--- src/rtl/memory_arbiter_pkg.sv ---
// Shared definitions for the memory arbiter slice.
//   - Memory size option encodings driven on mem_option.
//   - FSM state encoding, also exported on the arbiter's debug state port.
//   - Port indices used in the two-bit request/grant vectors.
package memory_arbiter_pkg;

  localparam logic [1:0] OPT_BYTE = 2'b00;
  localparam logic [1:0] OPT_HALF = 2'b01;
  localparam logic [1:0] OPT_WORD = 2'b10;

  typedef enum logic [1:0] {
    IDLE     = 2'b00,
    SERVE_IF = 2'b01,
    SERVE_D  = 2'b10
  } arb_state_e;

  // Bit positions inside req/grant vectors.
  localparam int PORT_IF = 0;
  localparam int PORT_D  = 1;

endpackage

--- src/rtl/rr_arbiter2.sv ---
// Two-requester round-robin grant logic (purely combinational).
// Ports:
//   req[1:0]   in   request vector, bit 0 = instruction port, bit 1 = data port
//   last       in   port served most recently (0 = instruction, 1 = data)
//   grant[1:0] out  one-hot grant, all zero when nothing is requested
module rr_arbiter2 (
  input  logic [1:0] req,
  input  logic       last,
  output logic [1:0] grant
);

  always_comb begin
    grant = 2'b00;
    case (req)
      2'b01:   grant = 2'b01;
      2'b10:   grant = 2'b10;
      // On a tie the port that was not served last wins.
      2'b11:   grant = last ? 2'b01 : 2'b10;
      default: grant = 2'b00;
    endcase
  end

endmodule

--- src/rtl/memory_arbiter.sv ---
// Arbitrates an instruction-fetch port and a load/store port onto one
// single-cycle memory. Each granted transaction occupies one SERVE cycle;
// the port's ack pulses in the following cycle together with registered
// read data.
// Ports:
//   clk, reset                       clock, async active-high reset
//   if_req/if_address                instruction read request (level, held until ack)
//   if_ack/if_read_data              completion pulse and registered instruction word
//   d_req/d_write/d_option           data request, store flag, access size
//   d_address/d_write_data           data byte address and store data
//   d_ack/d_read_data                completion pulse and registered load data
//   mem_read/mem_write/mem_option    memory strobes and size (from latched values)
//   mem_address/mem_write_data       memory address and store data (latched)
//   mem_read_data                    combinational read data from memory
//   dbg_state                        current FSM state
//
// Handshake: a requester raises req and holds it, with stable request
// fields, until it sees its ack; the transaction is complete in the ack
// cycle. Holding req high during the ack cycle issues the next transaction,
// which is arbitrated in that same cycle.
module memory_arbiter
  import memory_arbiter_pkg::*;
#(
  parameter int ADDR_WIDTH  = 32,
  parameter bit FIRST_GRANT = 1'b0
) (
  input  logic                  clk,
  input  logic                  reset,
  input  logic                  if_req,
  input  logic [ADDR_WIDTH-1:0] if_address,
  output logic                  if_ack,
  output logic [31:0]           if_read_data,
  input  logic                  d_req,
  input  logic                  d_write,
  input  logic [1:0]            d_option,
  input  logic [ADDR_WIDTH-1:0] d_address,
  input  logic [31:0]           d_write_data,
  output logic                  d_ack,
  output logic [31:0]           d_read_data,
  output logic                  mem_read,
  output logic                  mem_write,
  output logic [1:0]            mem_option,
  output logic [ADDR_WIDTH-1:0] mem_address,
  output logic [31:0]           mem_write_data,
  input  logic [31:0]           mem_read_data,
  output arb_state_e            dbg_state
);

  arb_state_e            state_q, state_d;
  logic [1:0]            grant;
  // Port served most recently; resetting it to the opposite of FIRST_GRANT
  // makes the first tie go to FIRST_GRANT.
  logic                  rr_last_q;
  logic [ADDR_WIDTH-1:0] lat_addr_q;
  logic [1:0]            lat_opt_q;
  logic                  lat_write_q;
  logic [31:0]           lat_wdata_q;

  rr_arbiter2 u_rr (
    .req   ({d_req, if_req}),
    .last  (rr_last_q),
    .grant (grant)
  );

  // Next-state and memory strobes. Strobes come straight from the state
  // register so that an asynchronous reset drops them immediately.
  always_comb begin
    state_d   = state_q;
    mem_read  = 1'b0;
    mem_write = 1'b0;
    case (state_q)
      IDLE: begin
        if (grant[PORT_IF])     state_d = SERVE_IF;
        else if (grant[PORT_D]) state_d = SERVE_D;
      end
      SERVE_IF: begin
        mem_read = 1'b1;
        // The served port's own req is ignored here: it is still held high
        // for the transaction in flight.
        state_d  = d_req ? SERVE_D : IDLE;
      end
      SERVE_D: begin
        mem_read  = !lat_write_q;
        mem_write = lat_write_q;
        state_d   = if_req ? SERVE_IF : IDLE;
      end
      default: state_d = IDLE;
    endcase
  end

  always_ff @(posedge clk or posedge reset) begin
    if (reset) state_q <= IDLE;
    else       state_q <= state_d;
  end

  // Request latch and round-robin pointer, loaded on entry to a SERVE state.
  always_ff @(posedge clk or posedge reset) begin
    if (reset) begin
      rr_last_q   <= !FIRST_GRANT;
      lat_addr_q  <= '0;
      lat_opt_q   <= '0;
      lat_write_q <= 1'b0;
      lat_wdata_q <= '0;
    end else if (state_d == SERVE_IF) begin
      rr_last_q   <= 1'b0;
      lat_addr_q  <= if_address;
      lat_opt_q   <= OPT_WORD;
      lat_write_q <= 1'b0;
    end else if (state_d == SERVE_D) begin
      rr_last_q   <= 1'b1;
      lat_addr_q  <= d_address;
      lat_opt_q   <= d_option;
      lat_write_q <= d_write;
      lat_wdata_q <= d_write_data;
    end
  end

  // Completion: ack and read data registered on the edge ending SERVE.
  always_ff @(posedge clk or posedge reset) begin
    if (reset) begin
      if_ack       <= 1'b0;
      d_ack        <= 1'b0;
      if_read_data <= '0;
      d_read_data  <= '0;
    end else begin
      if_ack <= (state_q == SERVE_IF);
      d_ack  <= (state_q == SERVE_D);
      if (state_q == SERVE_IF) if_read_data <= mem_read_data;
      if ((state_q == SERVE_D) && !lat_write_q) d_read_data <= mem_read_data;
    end
  end

  assign mem_option     = lat_opt_q;
  assign mem_address    = lat_addr_q;
  assign mem_write_data = lat_wdata_q;
  assign dbg_state      = state_q;

endmodule

--- config.mk ---
export PLATFORM = sky130hd
export DESIGN_NAME = memory_arbiter
export DESIGN_NICKNAME = d
export VERILOG_FILES = /design/src/rtl/memory_arbiter_pkg.sv /design/src/rtl/rr_arbiter2.sv /design/src/rtl/memory_arbiter.sv
export SDC_FILE = /design/constraint.sdc
export NUM_CORES = 1
export LEC_CHECK = 0
export ABC_AREA = 1
export CAP_MARGIN = 20
export CORE_MARGIN = 5
export CORE_UTILIZATION = 37
export DETAILED_ROUTE_END_ITERATION = 7
export PLACE_DENSITY_LB_ADDON = 0.3
export SLEW_MARGIN = 10
export SYNTH_ARGS = -nofsm -noshare
export SYNTH_HDL_FRONTEND = slang
export SYNTH_HIERARCHICAL = 1
export SYNTH_SLANG_ARGS = --single-unit
--- constraint.sdc ---
create_clock -name clk -period 4.9 [get_ports clk]
set_input_delay 1.47 -clock clk [delete_from_list [all_inputs] [get_ports clk]]
set_output_delay 1.47 -clock clk [all_outputs]
set_load 0.02 [all_outputs]
---- Word-level counts from Yosys, hierarchy flattened ----
Cells that the tools add are included.
storage, ports and cells
  register bits after elaboration ......... 136
  output and inout bits ................... 136
operators by class
  eq/ne operators ......................... 7
  muxes and demuxes ....................... 17
  bitwise logic cells ..................... 1
  reduce and logical (&&, ||, !) cells .... 5
operators with widths
  cell                                                 number
  two-way mux 32 bit                                   2
  two-way mux 2 bit                                    6
  one-hot mux 2 bit (3 select lines)                   2
  equality test 2 bit, second input constant           4
  equality test 2 x 1 -> 1 bit, second input constant  3
  two-way mux 1 bit                                    6
  zero test 2 bit                                      1
  one-hot mux 1 bit (2 select lines)                   1
  AND reduction 2 bit                                  1
  nonzero test 2 bit                                   1
  logical AND 1 bit                                    1
  zero test 1 bit                                      1
  NOT 1 bit                                            1

---- Longest topological paths before layout ----
Gate-level depths: netlist (run 1).
  word-level depth ........................ 8
  gate-level depth with buffers ........... 13
  gate-level depth less buffers ........... 12

---- Hierarchy ----
Netlist (run 1), hierarchy kept.
modules (own cells, without submodules)
  module          instances  cells an instance  area each (um^2)  sequential area each (um^2)
  memory_arbiter  1          541                5,726.7           3,404.5
  rr_arbiter2     1          5                  21.3              0.0

---- Least setup slack after synthesis (run 1) ----
OpenSTA, ideal clock, no wires.
  path kind ............................... reg2out
  start ................................... reg state_q[0], in the netlist dbg_state[0]
  end ..................................... out mem_read
  arrival ................................. 1.474 ns
  data required time ...................... 3.430 ns
  path slack .............................. 1.956 ns
  cell stages (with the launch flop) ...... 5
  cells stage by stage .................... dfrtp_1 -> inv_1 -> ha_1 -> nand2_4 -> a21boi_0
between the ends
  word-level cells in the longest chain between the ends .. 2
  elaborated cells between the ends (all ways) .. 3
  those cells by class .................... 2 x eq/ne; 1 x mux
ends and longest elaborated chain
  element                                                              RTL line              source
  from (decl)                                                          memory_arbiter.sv:49  arb_state_e state_q, state_d;
  from (signal assigned)                                               memory_arbiter.sv:93  else state_q <= state_d;
  equality test 2 bit or equality test 2 x 1 -> 1 bit (tied branches)  memory_arbiter.sv:71  case (state_q)
  one-hot mux 1 bit (2 select lines) (*)                               memory_arbiter.sv:71
  to (decl)                                                            memory_arbiter.sv:40  output logic mem_read,
Every way passes the cells marked *; elsewhere a longest branch is shown, timed or not.

---- Worst setup path after layout (run 1) ----
  start ................................... reg state_q[1], in the netlist dbg_state[1]
  end ..................................... out mem_read
Same word-level chain as after synthesis.

==> metrics, run 1 <==
Min-Delay Endpoint if_read_data[6]; share of cells above drive strength 1 11.7%; crit end category output port; HPWL Detailed 12.3 mm; # rows 45; Mapped Avg Cell Area 10.5 um2; first-pass GRT wire length 26.8 mm; worst r2r src dbg_state[1]; CTS clk-pin slew, worst paths 0.06 ns; Via Count 4,884; Routability Congestion 0.835; Skew-Pair Late Insertion Delay 0.41 ns; count of cell types in the netlist 22; Worst Setup Start Kind flip-flop; sequential area share after synthesis 59.2%; end of the worst register-to-register path mem_write_data[8]; fin nets 952; Layout Skew 0.0126 ns; Post-Syn Area 5750 um2; GRT Total Usage 18.7%; htree depth 4; vias per inst 4.83; largest family of logic cells by synthesized area simple AND/OR/NAND/NOR gates; # Post-CTS Setup Buffers 0; worst hold stages 2; post_cts resized 0; First DRT Iteration DRCs 224; Post-Syn Instances 546; Boundary Pins 271; xor/xnor share of the synthesized area 0%; reg2reg setup slack 2.00 ns; most common cell after layout, fill and taps aside clkdlybuf4s50_1; Critical Path AT 2.39 ns; Remaining DRCs 0; number of global-route vias before repair 5,224; Fillers 1,222; MaxCap Viol Count 0; Die Wd 135 um; Hold WC Path Type reg2reg; total power draw 0.00728 W; Final Util 60.1%; largest net degree at the start of global routing 137; Ys Warns 6; number of nets with antenna violations after routing 0; CTS root buffer clkbuf_16; Worst-Margin Slew 0.743 ns; diodes inserted 0; HP Start if_read_data[6]; fin crit share 78.7%; CP required 3.43 ns; status finished clean; DR pass1 iterations 4; PD cells 797 nW/um2; min Tclk post-route 3.86 ns; complex-gate fraction of the synthesized area 11.2%; hold buffer count at CTS 0; drt total wl 16.9 mm; setup TNS 0 ns; initial antenna violation count 0; Routed WL per cell 16.7 um; relative slew slack 50.5%; Max VDD drop 0.385 mV; Final Setup Violations 0; fmax 0.259 GHz; P_leak 4.19 nW; total grt overflow 0; Reg2Reg Depth 9; CTS tree yes; Die Ht 135 um; area delta synth->final 59.1%; Seq cells post-synth 136; post-synthesis adder-cell area fraction 1.52%; Buffers on Ports 270; Core Area 15,200 um2; Die ar. 18,100 um2; peak fanout along the critical path 14; Max Slew Vio Count 0; Post-Synth Simple-Gate Area 13.0%; most frequent cells in the layout 270 x clkdlybuf4s50_1, 146 x nand2_1, 135 x dfrtp_1; critical path class reg2out; Starting Density 37.8%; CTS Buf Count 17; multiplexer area fraction after synthesis 8.23%; RSZ-0062 raised after global routing false; Hold Fails Final Rpt 0; Mapped Nets 688; Longest Clk Path Bufs 2; Clock Sinks 136
registers in the layout, indices dropped and copies added (netlist names), 2 cells and up:
name,cells
d_read_data,32
dbg_state,2
mem_address,32
mem_option,2
mem_write_data,32
if_read_data,32
metrics by stage:
step / instances / hold slack, ns / setup WS [ns] / cell area (um2)
after floorplan: 546 / 0.472 / 1.74 / 5750
after detailed placement: 979 / 0.459 / 0.826 / 8490
after global placement: 979 / 0.456 / 0.931 / 8490
final: 1011 / 0.469 / 1.04 / 9140
after CTS: 1011 / 0.473 / 1.01 / 9140
after global routing: 1011 / 0.491 / 0.900 / 9140
worst max path at each step:
stage,startpoint,endpoint,slack (ns),cells past startpoint
2_1_floorplan,reset,d_ack,1.74,1
3_3_place_gp,d_req,mem_write_data[1],0.93,12
4_1_cts,dbg_state[0],mem_read,1.01,5
5_1_grt,dbg_state[0],mem_read,0.90,5
6_report,dbg_state[1],mem_read,1.04,5
3_5_place_dp,d_req,mem_write_data[7],0.83,12
cells by family (layout without fill, tap and decap cells):
family                     after synthesis  in the layout
AOI/OAI and AO/OA                      113            113
adders and majority gates                7              7
muxes                                   32             32
DFF                                    136            136
and+or+nand+nor                        193            193
buffers and inverters                   65            342
power by group:
group | internal [W] | switching, W | total, W
clock network | 0.000921 | 0.000469 | 0.00139
logic | 0.00175 | 0.00208 | 0.00384
registers | 0.00172 | 0.000338 | 0.00206
total | 0.00440 | 0.00289 | 0.00728
Yosys cell counts:
cell | number | share of area [%]
a21boi_0 | 1 | 0.13
a21oi_1 | 66 | 5.7
a22o_1 | 1 | 0.15
buf_12 | 3 | 1.0
buf_2 | 13 | 1.1
buf_4 | 6 | 0.78
buf_6 | 8 | 1.6
clkbuf_1 | 1 | 0.065
dfrtp_1 | 135 | 59
dfstp_2 | 1 | 0.46
ha_1 | 7 | 1.5
inv_1 | 31 | 2.0
inv_2 | 3 | 0.20
mux2_2 | 2 | 0.39
mux2_4 | 30 | 7.8
nand2_1 | 146 | 9.5
nand2_4 | 1 | 0.20
nand3_1 | 13 | 1.1
nor2_1 | 33 | 2.2
o21ai_0 | 24 | 2.1
o21ai_1 | 2 | 0.17
o21ai_2 | 19 | 2.9
area by class of cell:
cell class	instances	area [um2]	area share, %
flip-flops and latches	136	3400	37.2
repair buffers	276	2760	30.2
multi-input cells	345	1950	21.4
clock buffers	22	494	5.41
well taps	188	235	2.57
clock inverters	10	164	1.79
inverters	34	131	1.44
metal layers:
metal | GRT usage, % | share of wire (%) | up-vias
met5 | 0 | 0 | -
met4 | 7.24 | 2.0 | 0
met3 | 7.19 | 10 | 19
met2 | 30.6 | 48 | 229
met1 | 22.3 | 40 | 2339
li1 | - | - | 2297
critical path: stages, from the launching register on:
cell,delay (ns)
dfrtp_1,0.41
inv_1,0.12
ha_1,0.52
inv_2,0.06
a21boi_0,0.18
clkdlybuf4s50_1,0.68
(Power assumes the default switching activity.)
==> inputs of run 2 (changes only) <==
- clock period: 4.9 -> 3.25 ns (I/O delays scaled with it)
==> run 2 against run 1 <==
Against the previous run:
- die area unchanged
- first-iteration DRC count is 26% higher
- sequential share of layout area fell by 0.72 points
- cell area grew 2.0%
- via count shrank 0.49%
- utilization rose by 1.2 points
- sequential power increased by 51%
- combinational power is 56% higher
- clock-buffer cell count fell by 1
- cell count grew 0.79%
- worst setup slack got worse by 0.87 ns
- largest power group unchanged
==> metrics, run 2 (synthesized netlist as in run 1, its figures left out) <==
status finished clean (unchanged); area delta synth->final 62.2% (was 59.1%); CTS root buffer clkbuf_16 (unchanged); # rows 45 (unchanged); worst r2r src dbg_state[1] (unchanged); first-pass GRT wire length 27.0 mm (was 26.8 mm); fin nets 960 (was 952); CTS Buf Count 17 (unchanged); Layout Skew 0.0106 ns (was 0.0126 ns); CTS tree yes (unchanged); diodes inserted 0 (unchanged); reg2reg setup slack 1.08 ns (was 2.00 ns); largest net degree at the start of global routing 73 (was 137); crit end category output port (unchanged); RSZ-0062 raised after global routing false (unchanged); critical path class reg2out (unchanged); relative slew slack 56.6% (was 50.5%); htree depth 4 (unchanged); drt total wl 17.2 mm (was 16.9 mm); CTS clk-pin slew, worst paths 0.05 ns (was 0.06 ns); Hold WC Path Type reg2reg (unchanged); Remaining DRCs 0 (unchanged); Buffers on Ports 270 (unchanged); Worst Setup SP dbg_state[0] (was dbg_state[1]); min Tclk post-route 3.08 ns; HP Start d_read_data[6] (was if_read_data[6]); most common cell after layout, fill and taps aside clkdlybuf4s50_1 (unchanged); Placed Area 8620 um2 (was 8490 um2); Core Area 15,200 um2 (unchanged); PD cells 1220 nW/um2 (was 797 nW/um2); end of the worst register-to-register path mem_address[23] (was mem_write_data[8]); vias per inst 4.77 (was 4.83); Skew-Pair Late Insertion Delay 0.41 ns (about the same); Longest Clk Path Bufs 2 (unchanged); Min-Delay Endpoint d_read_data[6] (was if_read_data[6]); Critical Path AT 2.10 ns (was 2.39 ns); Worst-Margin Slew 0.651 ns (was 0.743 ns); share of cells above drive strength 1 12.3% (was 11.7%); CP required 2.27 ns (was 3.43 ns); hold buffer count at CTS 0 (unchanged); Max Slew Vio Count 0 (unchanged); Max VDD drop 0.595 mV (was 0.385 mV); First DRT Iteration DRCs 282 (was 224); HPWL Detailed 12.8 mm (was 12.3 mm); crit path cell chain inv_1, ha_1, nand2_4, a21boi_0, clkdlybuf4s50_1 (was inv_1, ha_1, inv_2, a21boi_0, clkdlybuf4s50_1); Final Setup Violations 0 (unchanged); fin crit share 94.7%; Hold Slack 0.469 ns (about the same); # Post-CTS Setup Buffers 0 (unchanged); total grt overflow 0 (unchanged); Setup WS post-layout 0.171 ns (was 1.04 ns); Routability Congestion 0.915 (was 0.835); setup TNS 0 ns (unchanged); number of global-route vias before repair 5,232 (was 5,224); Clock Sinks 136 (unchanged); worst slack, placed 0.198 ns (was 0.826 ns); Worst Setup Start Kind flip-flop (unchanged); Slowest-stage cell, CP clkdlybuf4s50_1 (unchanged); fmax 0.325 GHz; Via Count 4,860 (was 4,884); Die Ht 135 um (unchanged); post_cts resized 0 (unchanged); Boundary Pins 271 (unchanged); Die Wd 135 um (unchanged); most frequent cells in the layout 269 x clkdlybuf4s50_1, 146 x nand2_1, 135 x dfrtp_1 (was 270 x clkdlybuf4s50_1, 146 x nand2_1, 135 x dfrtp_1); number of nets with antenna violations after routing 0 (unchanged); Starting Density 37.8% (unchanged); worst hold stages 2 (unchanged); peak fanout along the critical path 5 (was 14); P_leak 4.29 nW (was 4.19 nW); Die ar. 18,100 um2 (unchanged); Largest stage delay, worst path 0.68 ns (about the same); Final Cell Area 9330 um2 (was 9140 um2); Routed WL per cell 16.9 um (was 16.7 um); MaxCap Viol Count 0 (unchanged); initial antenna violation count 0 (unchanged); Hold Fails Final Rpt 0 (unchanged); DR pass1 iterations 5 (was 4); Reg2Reg Depth 12 (was 9); Fillers 1,185 (was 1,222); GRT Total Usage 18.9% (was 18.7%)
==> run 2: cell types whose count changed in the layout (fill, tap and decap cells not counted) <==
cell / delta
clkinv_2: -1
clkbuf_8: -3
buf_4: +2
clkdlybuf4s50_1: -1
buf_12: +6
clkinvlp_4: -1
bufinv_16: +3
dlymetal6s2s_1: +1
clkbuf_1: +2
==> run 2: worst max-delay path: cells and delay by family (launching register included) <==
| family | cells | cell delay [ns] |
|---|---|---|
| buf+inv | 2 | 0.78 |
| flops | 1 | 0.42 |
| fa+ha+maj | 1 | 0.26 |
| compound gates | 1 | 0.17 |
| simple gates | 1 | 0.06 |
==> run 2: how the worst max path moves through the flow <==
stage,endpoint,slack (ns),cells past startpoint
after global routing,mem_read,0.002,5
after global placement,mem_write_data[31],0.28,12
after detailed placement,mem_address[2],0.20,14
after CTS,mem_write,0.08,6
final,mem_read,0.17,5
after floorplan,d_ack,0.58,1
==> run 2: metrics by stage <==
step,power [W],instances,util (%)
floorplan,0.00663,546,-
CTS,0.0115,1019,61.3
finish,0.0114,1019,61.3
detailed placement,0.00916,987,56.7
global route,0.0121,1019,61.3
global placement,0.00899,987,56.7
==> run 2: per-layer routing <==
layer  wire length, um  track usage (%)
met3              1680             6.89
met5                 0                0
met1              6890             22.6
met2              8320             31.4
met4               296             6.67
==> run 2: layout make-up <==
class	instances	area (um2)	share of cell area, %
clock buffer	21	460	4.94
sequential	136	3400	36.5
multi-input combinational	345	1950	21.0
inverter	34	131	1.41
timing repair buffer	284	2900	31.1
tap	188	235	2.52
clock inverter	11	241	2.59
==> run 2: where the power goes <==
part / internal, W / switching (W)
clock network: 0.00156 / 0.000705
logic: 0.00284 / 0.00315
registers: 0.00259 / 0.000526
